--- config.mk ---
export PLATFORM = sky130hd
export DESIGN_NAME = overlap_discard
export DESIGN_NICKNAME = d
export VERILOG_FILES = /design/src/rtl/overlap_discard.sv
export SDC_FILE = /design/constraint.sdc
export NUM_CORES = 1
export LEC_CHECK = 0
export ABC_CLOCK_PERIOD_IN_PS = 6900
export CELL_PAD_IN_SITES_DETAIL_PLACEMENT = 1
export CELL_PAD_IN_SITES_GLOBAL_PLACEMENT = 2
export CORE_AREA = 2 2 210 212
export CTS_BUF_LIST = sky130_fd_sc_hd__clkbuf_8
export DETAILED_ROUTE_END_ITERATION = 10
export DIE_AREA = 0 0 212 214
export MAX_ROUTING_LAYER = met4
export PLACE_DENSITY_LB_ADDON = 0.3
export SYNTH_ARGS = -nofsm -noshare
export SYNTH_HDL_FRONTEND = slang
export SYNTH_SLANG_ARGS = --single-unit
--- constraint.sdc ---
create_clock -name i_clk -period 6.9 [get_ports i_clk]
set_clock_uncertainty 0.1 [all_clocks]
set_input_delay 1.38 -clock i_clk [delete_from_list [all_inputs] [get_ports i_clk]]
set_output_delay 1.38 -clock i_clk [all_outputs]
set_load 0.02 [all_outputs]
--- src/rtl/overlap_discard.sv ---
// overlap_discard: output stage of the overlap-save chain.
// Captures a 32-sample IFFT frame, drops the leading N_OVERLAP
// wrap-around samples and streams the kept tail one sample per enabled cycle.
module overlap_discard #(
  parameter int NB_DATA   = 16,
  parameter int N_OVERLAP = 16
) (
  input  logic               i_clk,
  input  logic               i_rst,
  input  logic               i_enable,
  input  logic               i_valid,
  input  logic [NB_DATA-1:0] i_data_0,
  input  logic [NB_DATA-1:0] i_data_1,
  input  logic [NB_DATA-1:0] i_data_2,
  input  logic [NB_DATA-1:0] i_data_3,
  input  logic [NB_DATA-1:0] i_data_4,
  input  logic [NB_DATA-1:0] i_data_5,
  input  logic [NB_DATA-1:0] i_data_6,
  input  logic [NB_DATA-1:0] i_data_7,
  input  logic [NB_DATA-1:0] i_data_8,
  input  logic [NB_DATA-1:0] i_data_9,
  input  logic [NB_DATA-1:0] i_data_10,
  input  logic [NB_DATA-1:0] i_data_11,
  input  logic [NB_DATA-1:0] i_data_12,
  input  logic [NB_DATA-1:0] i_data_13,
  input  logic [NB_DATA-1:0] i_data_14,
  input  logic [NB_DATA-1:0] i_data_15,
  input  logic [NB_DATA-1:0] i_data_16,
  input  logic [NB_DATA-1:0] i_data_17,
  input  logic [NB_DATA-1:0] i_data_18,
  input  logic [NB_DATA-1:0] i_data_19,
  input  logic [NB_DATA-1:0] i_data_20,
  input  logic [NB_DATA-1:0] i_data_21,
  input  logic [NB_DATA-1:0] i_data_22,
  input  logic [NB_DATA-1:0] i_data_23,
  input  logic [NB_DATA-1:0] i_data_24,
  input  logic [NB_DATA-1:0] i_data_25,
  input  logic [NB_DATA-1:0] i_data_26,
  input  logic [NB_DATA-1:0] i_data_27,
  input  logic [NB_DATA-1:0] i_data_28,
  input  logic [NB_DATA-1:0] i_data_29,
  input  logic [NB_DATA-1:0] i_data_30,
  input  logic [NB_DATA-1:0] i_data_31,
  output logic               o_ready,
  output logic               o_valid,
  output logic [NB_DATA-1:0] o_data,
  output logic               o_last,
  output logic               o_overflow
);

  localparam int N_KEEP = 32 - N_OVERLAP;
  localparam int CNT_W  = (N_KEEP > 1) ? $clog2(N_KEEP) : 1;

  typedef enum logic {IDLE, STREAM} state_e;

  state_e             state_q, state_d;
  logic [CNT_W-1:0]   cnt_q, cnt_d;
  logic [NB_DATA-1:0] bank_q [N_KEEP];
  logic [NB_DATA-1:0] bank_d [N_KEEP];
  logic [NB_DATA-1:0] data_q, data_d;
  logic               valid_q, valid_d;
  logic               last_q, last_d;
  logic               overflow_q, overflow_d;

  logic [NB_DATA-1:0] frame [32];
  logic [NB_DATA-1:0] unusedHead;
  logic               accept;

  assign frame[0]  = i_data_0;   assign frame[1]  = i_data_1;
  assign frame[2]  = i_data_2;   assign frame[3]  = i_data_3;
  assign frame[4]  = i_data_4;   assign frame[5]  = i_data_5;
  assign frame[6]  = i_data_6;   assign frame[7]  = i_data_7;
  assign frame[8]  = i_data_8;   assign frame[9]  = i_data_9;
  assign frame[10] = i_data_10;  assign frame[11] = i_data_11;
  assign frame[12] = i_data_12;  assign frame[13] = i_data_13;
  assign frame[14] = i_data_14;  assign frame[15] = i_data_15;
  assign frame[16] = i_data_16;  assign frame[17] = i_data_17;
  assign frame[18] = i_data_18;  assign frame[19] = i_data_19;
  assign frame[20] = i_data_20;  assign frame[21] = i_data_21;
  assign frame[22] = i_data_22;  assign frame[23] = i_data_23;
  assign frame[24] = i_data_24;  assign frame[25] = i_data_25;
  assign frame[26] = i_data_26;  assign frame[27] = i_data_27;
  assign frame[28] = i_data_28;  assign frame[29] = i_data_29;
  assign frame[30] = i_data_30;  assign frame[31] = i_data_31;

  // Ready while idle, or on the final beat so the next frame follows with no bubble.
  assign o_ready = i_enable & ((state_q == IDLE) | ((state_q == STREAM) & (cnt_q == '0)));
  assign accept  = i_valid & o_ready;

  assign o_valid    = valid_q;
  assign o_data     = data_q;
  assign o_last     = last_q;
  assign o_overflow = overflow_q;

  // Wrap-around head samples are never stored; fold them into a dead sink.
  always_comb begin
    unusedHead = '0;
    for (int j = 0; j < N_OVERLAP; j++) begin
      unusedHead = unusedHead ^ frame[j];
    end
  end

  // State and datapath registers; i_enable low freezes everything.
  always_ff @(posedge i_clk or negedge i_rst) begin
    if (!i_rst) begin
      state_q    <= IDLE;
      cnt_q      <= '0;
      data_q     <= '0;
      valid_q    <= 1'b0;
      last_q     <= 1'b0;
      overflow_q <= 1'b0;
      for (int j = 0; j < N_KEEP; j++) begin
        bank_q[j] <= '0;
      end
    end else if (i_enable) begin
      state_q    <= state_d;
      cnt_q      <= cnt_d;
      data_q     <= data_d;
      valid_q    <= valid_d;
      last_q     <= last_d;
      overflow_q <= overflow_d;
      for (int j = 0; j < N_KEEP; j++) begin
        bank_q[j] <= bank_d[j];
      end
    end
  end

  // Next-state: accept starts a stream, an exhausted stream without a new frame goes idle.
  always_comb begin
    state_d = state_q;
    if (accept) begin
      state_d = STREAM;
    end else if ((state_q == STREAM) && (cnt_q == '0)) begin
      state_d = IDLE;
    end
  end

  // Output/datapath next values: first kept sample goes straight to o_data,
  // the rest wait in the bank and shift down one slot per beat.
  always_comb begin
    cnt_d      = cnt_q;
    data_d     = '0;
    valid_d    = 1'b0;
    last_d     = 1'b0;
    overflow_d = overflow_q | (i_valid & ~o_ready);
    for (int j = 0; j < N_KEEP; j++) begin
      bank_d[j] = bank_q[j];
    end

    if (accept) begin
      for (int j = 0; j < N_KEEP - 1; j++) begin
        bank_d[j] = frame[N_OVERLAP + 1 + j];
      end
      bank_d[N_KEEP-1] = '0;
      data_d  = frame[N_OVERLAP];
      valid_d = 1'b1;
      cnt_d   = CNT_W'(N_KEEP - 1);
      last_d  = (N_KEEP == 1);
    end else if ((state_q == STREAM) && (cnt_q != '0)) begin
      data_d = bank_q[0];
      for (int j = 0; j < N_KEEP - 1; j++) begin
        bank_d[j] = bank_q[j+1];
      end
      bank_d[N_KEEP-1] = '0;
      valid_d = 1'b1;
      cnt_d   = cnt_q - CNT_W'(1);
      last_d  = (cnt_q == CNT_W'(1));
    end
  end

endmodule

Word-level counts from Yosys, hierarchy flattened:

Cells that the tools add are included.

* logic and storage cells: 52
* output and inout port bits: 20
* register bits: 280
* input bits: 516

* reductions and logical operators: 8
* add/sub/neg operators: 1
* multiplexer cells: 12
* bitwise gates (word level): 8
* equal/unequal tests: 1

Operators by type and width (count)
* $mux 256: 2
* $mux 16: 2
* $mux 4: 2
* $mux 1: 6
* $and 1x1->1: 4
* $eq 4x1->1 const B: 1
* $logic_not 4->1: 1
* $reduce_and 2->1: 2
* $reduce_bool 2->1: 2
* $reduce_bool 4->1: 1
* $sub 4x1->4 const B: 1
* $logic_and 1x1->1: 2
* $not 1->1: 2
* $or 1x1->1: 2

Depth between registers and ports, before layout:

Gate-level depths: netlist (run 1).

* word-level depth: 7
* gate-level depth with buffers: 9

Worst setup path before layout (run 1):

Ideal clock, no wire load.

* path type: input to output
* from: input port i_enable
* to: output port o_ready
* stages on the path: 3
* path buffers: 1
* data required time: 5.420 ns
* arrival: 2.081 ns
* path slack: 3.339 ns
* cell sequence: clkbuf_1 inv_1 a21oi_1

* cells in the longest elaborated chain, start to end: 1

RTL lines
* start, declared: RTL line 10 `input logic i_enable,`
* $and 1x1->1: RTL line 87 `assign o_ready = i_enable & ((state_q == IDLE) | ((state_q == STREAM) & (cnt_q == '0)));`
* end, declared: RTL line 44 `output logic o_ready,`

No other way between the ends.

Worst setup path in the final report (run 1):

Ends and elaborated chain as after synthesis.

==> results of run 1 <==
==> cell type report <==
class / count / area (µm²) / area share (%)
Clock buffer: 63 / 867 / 5.73
Inverter: 233 / 875 / 5.78
Clock inverter: 29 / 196 / 1.30
Antenna cell: 18 / 45.0 / 0.298
Multi-Input combinational cell: 322 / 2900 / 19.2
Tap cell: 585 / 732 / 4.84
Timing Repair Buffer: 286 / 2910 / 19.2
Sequential cell: 264 / 6610 / 43.7
==> synthesized netlist by cell type <==
master | number | area share, %
sky130_fd_sc_hd__nor4_1 | 1 | 0.058
sky130_fd_sc_hd__a222oi_1 | 214 | 20
sky130_fd_sc_hd__buf_1 | 1 | 0.035
sky130_fd_sc_hd__o211ai_2 | 1 | 0.12
sky130_fd_sc_hd__and3_1 | 1 | 0.058
sky130_fd_sc_hd__nand3_1 | 2 | 0.092
sky130_fd_sc_hd__clkbuf_1 | 19 | 0.66
sky130_fd_sc_hd__ha_1 | 2 | 0.23
sky130_fd_sc_hd__inv_1 | 233 | 8.0
sky130_fd_sc_hd__mux2i_1 | 11 | 1.0
sky130_fd_sc_hd__dfrtp_1 | 264 | 61
sky130_fd_sc_hd__o21ai_0 | 28 | 1.3
sky130_fd_sc_hd__or4b_1 | 1 | 0.092
sky130_fd_sc_hd__a21o_1 | 1 | 0.069
sky130_fd_sc_hd__o21bai_1 | 1 | 0.069
sky130_fd_sc_hd__a21oi_1 | 5 | 0.23
sky130_fd_sc_hd__a22oi_1 | 17 | 1.2
sky130_fd_sc_hd__o2bb2ai_1 | 1 | 0.081
sky130_fd_sc_hd__o211a_1 | 1 | 0.092
sky130_fd_sc_hd__a22o_1 | 16 | 1.3
sky130_fd_sc_hd__or3b_4 | 1 | 0.10
sky130_fd_sc_hd__buf_6 | 19 | 2.0
sky130_fd_sc_hd__nand2_1 | 14 | 0.48
sky130_fd_sc_hd__buf_2 | 45 | 2.1
sky130_fd_sc_hd__o41ai_1 | 1 | 0.081
sky130_fd_sc_hd__nor2_1 | 3 | 0.10
==> where the power goes <==
| group | switching, mW | internal, mW |
|---|---|---|
| Clock | 0.695 | 0.930 |
| Combinational | 0.763 | 0.750 |
| Sequential | 0.418 | 2.12 |
==> worst paths after layout <==
path / from / end / slack (ns)
setup / recovery: i_enable / o_ready / 2.18
hold / removal: o_overflow / o_overflow / 0.38
setup reg to reg: cnt_q[0] / bank_q[60] / 3.82
hold reg to reg: o_overflow / o_overflow / 0.38
max in group asynchronous: i_rst / bank_q[183] / 4.40
min in group asynchronous: i_rst / bank_q[192] / 0.72
==> per-stage QoR <==
step | cells | total power [mW] | instance area [µm²]
final | 1800 | 5.68 | 15100
after global routing | 1799 | 6.09 | 15100
after CTS | 1782 | 5.80 | 15100
after detailed placement | 1690 | 4.12 | 14000
after global placement | 1690 | 4.05 | 14000
after floorplan | 903 | 3.47 | 10900
==> cell usage in the layout, fill, tap and decap left out, types with 5 or more instances in the layout <==
cell type                         count
sky130_fd_sc_hd__clkdlybuf4s50_1    278
sky130_fd_sc_hd__a22oi_1             17
sky130_fd_sc_hd__inv_1              257
sky130_fd_sc_hd__clkbuf_8            63
sky130_fd_sc_hd__buf_12               5
sky130_fd_sc_hd__a22o_1              16
sky130_fd_sc_hd__nand2_1             14
sky130_fd_sc_hd__diode_2             18
sky130_fd_sc_hd__o21ai_0             28
sky130_fd_sc_hd__dfrtp_1            264
sky130_fd_sc_hd__mux2i_1             11
sky130_fd_sc_hd__a222oi_1           214
==> cells by family after synthesis <==
group           share of synthesized area (%)
compound gates                           24.2
fa+ha+maj                               0.230
buf+inv                                  12.8
flops                                    60.8
mux                                      1.01
simple gates                            0.990
==> routing by layer <==
metal / vias up / wire (µm) / GRT usage [%]
met5: - / 0 / -
met1: 4546 / 15700 / 20.2
met3: 62 / 3850 / 7.18
li1: 3987 / - / -
met4: 0 / 765 / 5.33
met2: 303 / 17200 / 25.5
==> sequential cells by signal (all words and copies together), names as in the netlist <==
name and flops:
cnt_q 4, state_q 1, o_valid 1, o_data 16
o_last 1, bank_q 240, o_overflow 1
==> results.yml, run 1 <==
critical_path:
  timing.critical_path.arrival_ns: 3.24
  cp_max_fo: 23
  critical_path_required_ns: 5.42
  slowest_stage: "sky130_fd_sc_hd__clkdlybuf4s50_1"
  ff2ff_path_depth: 7
  critical_path_cell_count: 5
  worstSetupStartpointType: "input pin"
  worst_setup_path_end_kind: "output port"
  crit_path_frequent_cell: "sky130_fd_sc_hd__clkdlybuf4s50_1"
  critical-path-top-delay-family: "buffers and inverters"
  cp_slowest_stage_delay_ns: 0.69
  crit_buf_inv: 4
  criticalPathCategory: "in2out"
  crit_chain: "clkdlybuf4s50_1 > buf_4 > inv_1 > a21oi_1 > clkdlybuf4s50_1"
layout:
  layout.nets: 1676
  area_growth_pct: 39.2
  fillerInstances: 4655
  layout-drive-gt1-share_pct: 6.68
  finish.utilization_pct: 35.3
worst_hold_path:
  hold_path.class: "reg2reg"
  whs_path_depth: 1
timing:
  finalSetupViolations: 0
  finalCriticalPeriod_ns: 4.72
  transition_time_of_the_tightest_slew_check_pin_ns: 1.58
  rsz0062_at_grt: "no"
  fin_tns_setup_ns: 0
  final_critical_path_setup_slack_ns: 2.18
  finalHoldViolations: 0
  hold_ws_ns: 0.384
  timing.final.max_slew_violations: 104
  fin_crit_sh_pct: 68.4
  max_freq_mhz: 212
  slew_headroom_pct: -5.26
detailed_routing:
  vias_per_cell: 4.94
  firstDrtPassIters: 10
  routedWlPerCell_um: 20.8
  drtAntennaViolNets: 0
  first_iter_violations: 1187
  wirelength_um: 37500
  drc_violation_count_after_routing: 0
  routed-via-count: 8898
global_routing:
  grt_overflow: 0
  grt_use_total_pct: 16.9
  wire_length_of_the_first_global_routing_pass_um: 57100
  number_of_global_route_vias_before_repair: 9659
  antenna_found_initial: 17
  grt_max_degree: 234
floorplanning:
  design.portCount: 536
  initial_utilization_pct: 25.3
  die_width_um: 212
  dieHeight_um: 214
  design.core.area_um2: 42900
  placement_rows: 76
  die-area_um2: 45400
clock_tree:
  clock_latency_ns: 0.62
  cts.path.max_buffers: 3
  clock_sink_count: 264
  post_cts.repair.setup_buffers: 0
  clock_tree_from_tritoncts: "done"
  cts_inserted_buffers: 51
  htree_levels: 2
  number_of_gates_resized_after_cts: 0
  postCtsHoldBufs: 0
  root_buffer: "sky130_fd_sc_hd__clkbuf_8"
  path_clk_slew_ns: 0.05
place:
  dpl.hpwl_um: 23800
  gp_congestion: 0.735
  numPortBuffers: 279
  placement.setup.worst_slack_ns: 2.17
synthesis:
  synth_area_um2: 10900
  synthesis.area_per_instance_um2: 12.0
  netlist_instances: 903
  netlist-cell-type-count: 26
  ys_warn_count: 0
  postSynthRegisterBits: 264
  mappedNetlistNets: 1421
  seq_total_area_yosys_pct: 60.8
power:
  power.leakage_nw: 7.82
  vdd_drop_max_mv: 0.140
  power_per_cell_area_nw_per_um2: 375
status:
  failed_checks: "slew limit"
  outcome: "complete, but fails checks"
flow_run:
  number_of_max_capacitance_violations_reported: 0
No activity file was read; power rests on OpenSTA's default activity.
==> run 2, diff against run 1 <==
--- a/config.mk
+++ b/config.mk
@@ -5,13 +5,12 @@
 export SDC_FILE = /design/constraint.sdc
 export NUM_CORES = 1
 export LEC_CHECK = 0
-export ABC_CLOCK_PERIOD_IN_PS = 6900
+export ABC_CLOCK_PERIOD_IN_PS = 4200
 export CELL_PAD_IN_SITES_DETAIL_PLACEMENT = 1
 export CELL_PAD_IN_SITES_GLOBAL_PLACEMENT = 2
-export CORE_AREA = 2 2 210 212
+export CORE_UTILIZATION = 23
 export CTS_BUF_LIST = sky130_fd_sc_hd__clkbuf_8
 export DETAILED_ROUTE_END_ITERATION = 10
-export DIE_AREA = 0 0 212 214
 export MAX_ROUTING_LAYER = met4
 export PLACE_DENSITY_LB_ADDON = 0.3
 export SYNTH_ARGS = -nofsm -noshare
==> constraint.sdc (replaced) <==
create_clock -name i_clk -period 4.2 [get_ports i_clk]
set_clock_uncertainty 0.1 [all_clocks]
set_input_delay 0.84 -clock i_clk [delete_from_list [all_inputs] [get_ports i_clk]]
set_output_delay 0.84 -clock i_clk [all_outputs]
set_load 0.02 [all_outputs]
==> run 2 against run 1 <==
The run now ends clean. Via count up 0.48%. Die area grew 6.1%. Design area rose by 0.73%. Register-to-register slack lost 2.2 ns. Clock power is 56% higher. Combinational power is 70% higher. Sequential share of layout area down 0.32 points. Critical path depth is the same. Highest routed layer unchanged.
==> results.yml, run 2 (same netlist as run 1, synthesis figures left out) <==
status:
  outcome: "finished clean"
timing:
  finalSetupViolations: 0
  slew_headroom_pct: 46.6
  fin_tns_setup_ns: 0
  finalCriticalPeriod_ns: 3.52
  timing.final.max_slew_violations: 0
  max_freq_mhz: 284
  finalHoldViolations: 0
  rsz0062_at_grt: "no"
  transition_time_of_the_tightest_slew_check_pin_ns: 0.801
  hold_ws_ns: 0.173
  fin_crit_sh_pct: 83.7
layout:
  registers.top_by_ff_count: "bank_q"
  commonest_non_fill_non_tap_cell_in_the_layout: "sky130_fd_sc_hd__clkdlybuf4s50_1"
  leading_cell_types_in_the_layout_fill_and_taps_excluded: "sky130_fd_sc_hd__clkdlybuf4s50_1, sky130_fd_sc_hd__dfrtp_1, sky130_fd_sc_hd__inv_1"
  finish.utilization_pct: 32.7
  layout-drive-gt1-share_pct: 7.89
  max_ffs_per_register: 240
  layout.nets: 1687
  area_growth_pct: 40.2
place:
  dpl.hpwl_um: 26100
  numPortBuffers: 279
  gp_congestion: 0.731
clock_tree:
  path_clk_slew_ns: 0.06
  clock_sink_count: 264
  clock_tree_from_tritoncts: "done"
  htree_levels: 2
  clock_latency_ns: 0.61
  root_buffer: "sky130_fd_sc_hd__clkbuf_8"
  post_cts.repair.setup_buffers: 0
  number_of_gates_resized_after_cts: 0
  postCtsHoldBufs: 0
  cts_inserted_buffers: 50
  cts.path.max_buffers: 3
global_routing:
  grt_overflow: 0
  wire_length_of_the_first_global_routing_pass_um: 58000
  grt_use_total_pct: 16.4
  number_of_global_route_vias_before_repair: 9504
  grt_max_degree: 112
  antenna_found_initial: 14
floorplanning:
  die_width_um: 219
  dieHeight_um: 219
  design.portCount: 536
  die-area_um2: 48100
  initial_utilization_pct: 23.3
  design.core.area_um2: 46600
  placement_rows: 79
detailed_routing:
  firstDrtPassIters: 7
  first_iter_violations: 1370
  drc_violation_count_after_routing: 0
  wirelength_um: 38400
  drtAntennaViolNets: 0
  vias_per_cell: 4.90
  routed-via-count: 8941
  routedWlPerCell_um: 21.0
critical_path:
  worst_setup_path_end_kind: "output port"
  critical_path_required_ns: 3.26
  timing.critical_path.arrival_ns: 2.58
  criticalPathCategory: "reg2out"
  worstSetupStartpointType: "flop"
  cp_max_fo: 5
worst_hold_path:
  hold_path.class: "in2async"
power:
  fraction_of_power_consumed_by_combinational_cells_pct: 27.7
  seqPwrFrac_pct: 45.0
  power_per_cell_area_nw_per_um2: 607
  vdd_drop_max_mv: 0.270
  power.leakage_nw: 7.85
  power_frac_clock_pct: 27.3
  internal-power_mw: 6.14
  sw_frac_of_total_pct: 33.6
  total_switching_power_mw: 3.11
flow_run:
  number_of_max_capacitance_violations_reported: 0
run 2: worst max-delay path: stages, from the launching register on:
cell                              delay (ns)
sky130_fd_sc_hd__dfrtp_1                0.43
sky130_fd_sc_hd__inv_1                  0.09
sky130_fd_sc_hd__ha_1                   0.19
sky130_fd_sc_hd__or3b_4                 0.44
sky130_fd_sc_hd__a21oi_1                0.16
sky130_fd_sc_hd__clkdlybuf4s50_1        0.66
run 2: power groups by stage:
stage | sequential (mW) | combinational (mW) | clock (mW)
2_1_floorplan | 3.97 | 1.73 | 0
3_3_place_gp | 4.21 | 2.51 | 0
3_5_place_dp | 4.24 | 2.60 | 0
4_1_cts | 4.20 | 2.61 | 2.64
5_1_grt | 4.29 | 2.90 | 2.74
6_report | 4.16 | 2.57 | 2.52
run 2: final cells by class:
| type | count | area [µm²] |
|---|---|---|
| fill | 5110 | 31300 |
| sequential | 264 | 6610 |
| timing repair buffer | 298 | 3080 |
| multi-input combinational | 322 | 2900 |
| clock buffer | 65 | 895 |
| inverter | 233 | 875 |
| tap | 607 | 759 |
| clock inverter | 22 | 96.3 |
| antenna | 14 | 35.0 |
run 2: per-stage QoR:
step / area [µm²] / power [mW] / setup slack (ns) / instances
2_1_floorplan: 10900 / 5.70 / 1.72 / 903
3_3_place_gp: 14200 / 6.72 / 1.01 / 1724
4_1_cts: 15200 / 9.45 / 0.582 / 1811
5_1_grt: 15200 / 9.93 / 0.504 / 1825
6_report: 15200 / 9.25 / 0.683 / 1825
3_5_place_dp: 14200 / 6.84 / 0.992 / 1724
run 2: routing by layer:
metal	GRT usage [%]	up-vias	wire length (µm)
met1	20.1	4548	15400
met4	4.00	0	668
met2	24.4	343	17800
li1	-	3997	-
met3	7.30	53	4560
met5	-	-	0
run 2: final timing paths:
path | slack (ns) | cells past startpoint | endpoint | startpoint
worst max-delay path | 0.68 | 5 | o_ready | cnt_q[0]
worst min-delay path | 0.17 | 1 | bank_q[202] | i_rst
worst max register to register | 1.62 | 7 | bank_q[54] | cnt_q[0]
worst min register to register | 0.36 | 2 | bank_q[217] | bank_q[201]
max in group asynchronous | 2.77 | 2 | bank_q[137] | i_rst
min in group i_clk | 0.36 | 2 | bank_q[217] | bank_q[201]
==> run 3, diff against run 2 <==
--- a/config.mk
+++ b/config.mk
@@ -5,10 +5,10 @@
 export SDC_FILE = /design/constraint.sdc
 export NUM_CORES = 1
 export LEC_CHECK = 0
-export ABC_CLOCK_PERIOD_IN_PS = 4200
+export ABC_CLOCK_PERIOD_IN_PS = 3410
 export CELL_PAD_IN_SITES_DETAIL_PLACEMENT = 1
 export CELL_PAD_IN_SITES_GLOBAL_PLACEMENT = 2
-export CORE_UTILIZATION = 23
+export CORE_UTILIZATION = 25
 export CTS_BUF_LIST = sky130_fd_sc_hd__clkbuf_8
 export DETAILED_ROUTE_END_ITERATION = 10
 export MAX_ROUTING_LAYER = met4
==> constraint.sdc (replaced) <==
create_clock -name i_clk -period 3.41 [get_ports i_clk]
set_clock_uncertainty 0.1 [all_clocks]
set_input_delay 0.682 -clock i_clk [delete_from_list [all_inputs] [get_ports i_clk]]
set_output_delay 0.682 -clock i_clk [all_outputs]
set_load 0.02 [all_outputs]
==> run 3 against run 2 <==
The flow now finishes with violations (DRC). Register-to-register slack lost 0.60 ns. Critical path type unchanged. Sequential power grew 24%. Largest cell class unchanged. Worst hold slack gained 0.21 ns. Clock power grew 24%. Global-route usage grew 1.2 points. Core utilization grew 2.9 points. Setup slack lost 0.15 ns. First-iteration DRC count shrank 11%. Design area grew 0.54%. Non-clock buffer count grew 9. Flip-flop and latch count is the same. Critical path depth is the same.
==> results.yml, run 3 (same netlist as run 1, synthesis figures left out) <==
timing:
  finalHoldViolations: 0
  transition_time_of_the_tightest_slew_check_pin_ns: 0.460
  slew_headroom_pct: 69.3
  timing.final.max_slew_violations: 0
  rsz0062_at_grt: "no"
  max_freq_mhz: 347
  fin_crit_sh_pct: 84.4
  finalSetupViolations: 0
  finalCriticalPeriod_ns: 2.88
  hold_ws_ns: 0.384
  fin_tns_setup_ns: 0
floorplanning:
  die-area_um2: 44300
  die_width_um: 211
  initial_utilization_pct: 25.3
  placement_rows: 76
  design.core.area_um2: 43000
  dieHeight_um: 211
  design.portCount: 536
critical_path:
  timing.critical_path.arrival_ns: 2.10
  cp_max_fo: 5
  crit_chain: "inv_1 > ha_1 > or3b_4 > a21oi_1 > buf_4"
  timing.reg2reg.setup_slack_ns: 1.02
  cp_slowest_stage_delay_ns: 0.44
  crit_buf_inv: 2
  critical_path_required_ns: 2.63
  criticalPathCategory: "reg2out"
  worst_setup_path_end_kind: "output port"
  critical-path-top-delay-family: "simple AND/OR/NAND/NOR gates"
  slowest_stage: "sky130_fd_sc_hd__or3b_4"
  worstSetupStartpointType: "flop"
  r2r_start: "cnt_q[0]"
  ff2ff_path_depth: 7
  r2r_end: "bank_q[189]"
global_routing:
  met3_usage_pct: 6.54
  number_of_global_route_vias_before_repair: 9625
  grt_overflow: 0
  grt_busiest_layer: "met2"
  antenna_found_initial: 12
  grt_use_total_pct: 17.6
  wire_length_of_the_first_global_routing_pass_um: 57500
  grt_use_met2_pct: 27.7
  grt_max_degree: 80
  use_met1_pct: 21.0
layout:
  finish.utilization_pct: 35.7
  area_growth_pct: 41.0
  layout-drive-gt1-share_pct: 8.15
  commonest_non_fill_non_tap_cell_in_the_layout: "sky130_fd_sc_hd__clkdlybuf4s50_1"
  final_cell_area_um2: 15300
  max_ffs_per_register: 240
  leading_cell_types_in_the_layout_fill_and_taps_excluded: "sky130_fd_sc_hd__clkdlybuf4s50_1, sky130_fd_sc_hd__dfrtp_1, sky130_fd_sc_hd__inv_1"
  registers.top_by_ff_count: "bank_q"
  layout.nets: 1696
clock_tree:
  clock_sink_count: 264
  htree_levels: 2
  cts_inserted_buffers: 50
  path_clk_slew_ns: 0.06
  clock_latency_ns: 0.61
  root_buffer: "sky130_fd_sc_hd__clkbuf_8"
  number_of_gates_resized_after_cts: 0
  cts.path.max_buffers: 3
  clock_tree_from_tritoncts: "done"
detailed_routing:
  routed-via-count: 8892
  first_iter_violations: 1218
  wirelength_um: 38100
  drtAntennaViolNets: 0
  firstDrtPassIters: 11
  routedWlPerCell_um: 21.0
  vias_per_cell: 4.91
  drc_violation_count_after_routing: 1
status:
  failed_checks: "DRC"
  outcome: "complete, but fails checks"
power:
  power.leakage_nw: 7.93
  power_per_cell_area_nw_per_um2: 746
  vdd_drop_max_mv: 0.257
worst_hold_path:
  whs_path_depth: 2
  hold_path_startpoint: "bank_q[201]"
  hold_path.class: "reg2reg"
  hold-path-endpoint: "bank_q[217]"
place:
  gp_congestion: 0.738
  numPortBuffers: 279
  dpl.hpwl_um: 26000
  placed_cell_area_um2: 14300
flow_run:
  number_of_max_capacitance_violations_reported: 0
==> run 3: metrics by stage <==
step / std cells / setup slack (ns) / total power, mW
4_1_cts: 1799 / 0.438 / 11.7
5_1_grt: 1811 / 0.379 / 12.3
2_1_floorplan: 903 / 1.21 / 7.02
6_report: 1812 / 0.532 / 11.4
3_3_place_gp: 1710 / 0.529 / 8.32
3_5_place_dp: 1710 / 0.509 / 8.44
==> run 3: worst max path at each step <==
| stage | cells past startpoint | slack, ns | to | from |
|---|---|---|---|---|
| 5_1_grt | 5 | 0.38 | o_ready | cnt_q[0] |
| 4_1_cts | 5 | 0.44 | o_ready | cnt_q[0] |
| 3_5_place_dp | 7 | 0.51 | bank_q[155] | i_valid |
| 3_3_place_gp | 7 | 0.53 | bank_q[137] | i_valid |
| 6_report | 5 | 0.53 | o_ready | cnt_q[0] |
| 2_1_floorplan | 4 | 1.21 | o_ready | cnt_q[0] |
==> run 3: worst register-to-register path, delay by kind of cell, from the launching register on <==
family	cells	cell delay (ns)
compound gates	1	0.39
fa+ha+maj	1	0.20
buf+inv	3	0.39
flops	1	0.43
simple gates	2	0.74
==> run 3: area by class of cell <==
cell class | count | area [µm²]
fill | 4715 | 27700
sequential | 264 | 6610
timing repair buffer | 307 | 3180
multi-input combinational | 322 | 2900
clock buffer | 64 | 881
inverter | 233 | 875
tap | 585 | 732
clock inverter | 24 | 118
antenna | 13 | 32.5
==> run 3: what timing repair did <==
| action | in CTS | in global routing |
|---|---|---|
| endpoints found under the hold margin | 49 | 0 |
| hold buffers | 1 | 0 |
| buffers inserted | 0 | 0 |
==> run 3: metal layers <==
layer | wire length [µm] | up-vias
met1 | 15600 | 4521
li1 | - | 4014
met4 | 674 | 0
met3 | 3660 | 48
met5 | 0 | -
met2 | 18100 | 309
==> run 3: where the power goes <==
group          internal (mW)  leakage, nW  total [mW]  switching [mW]
combinational           1.61         3.83        3.17            1.56
clock                   1.74        0.595        3.13            1.39
sequential              4.29         3.50        5.14           0.848
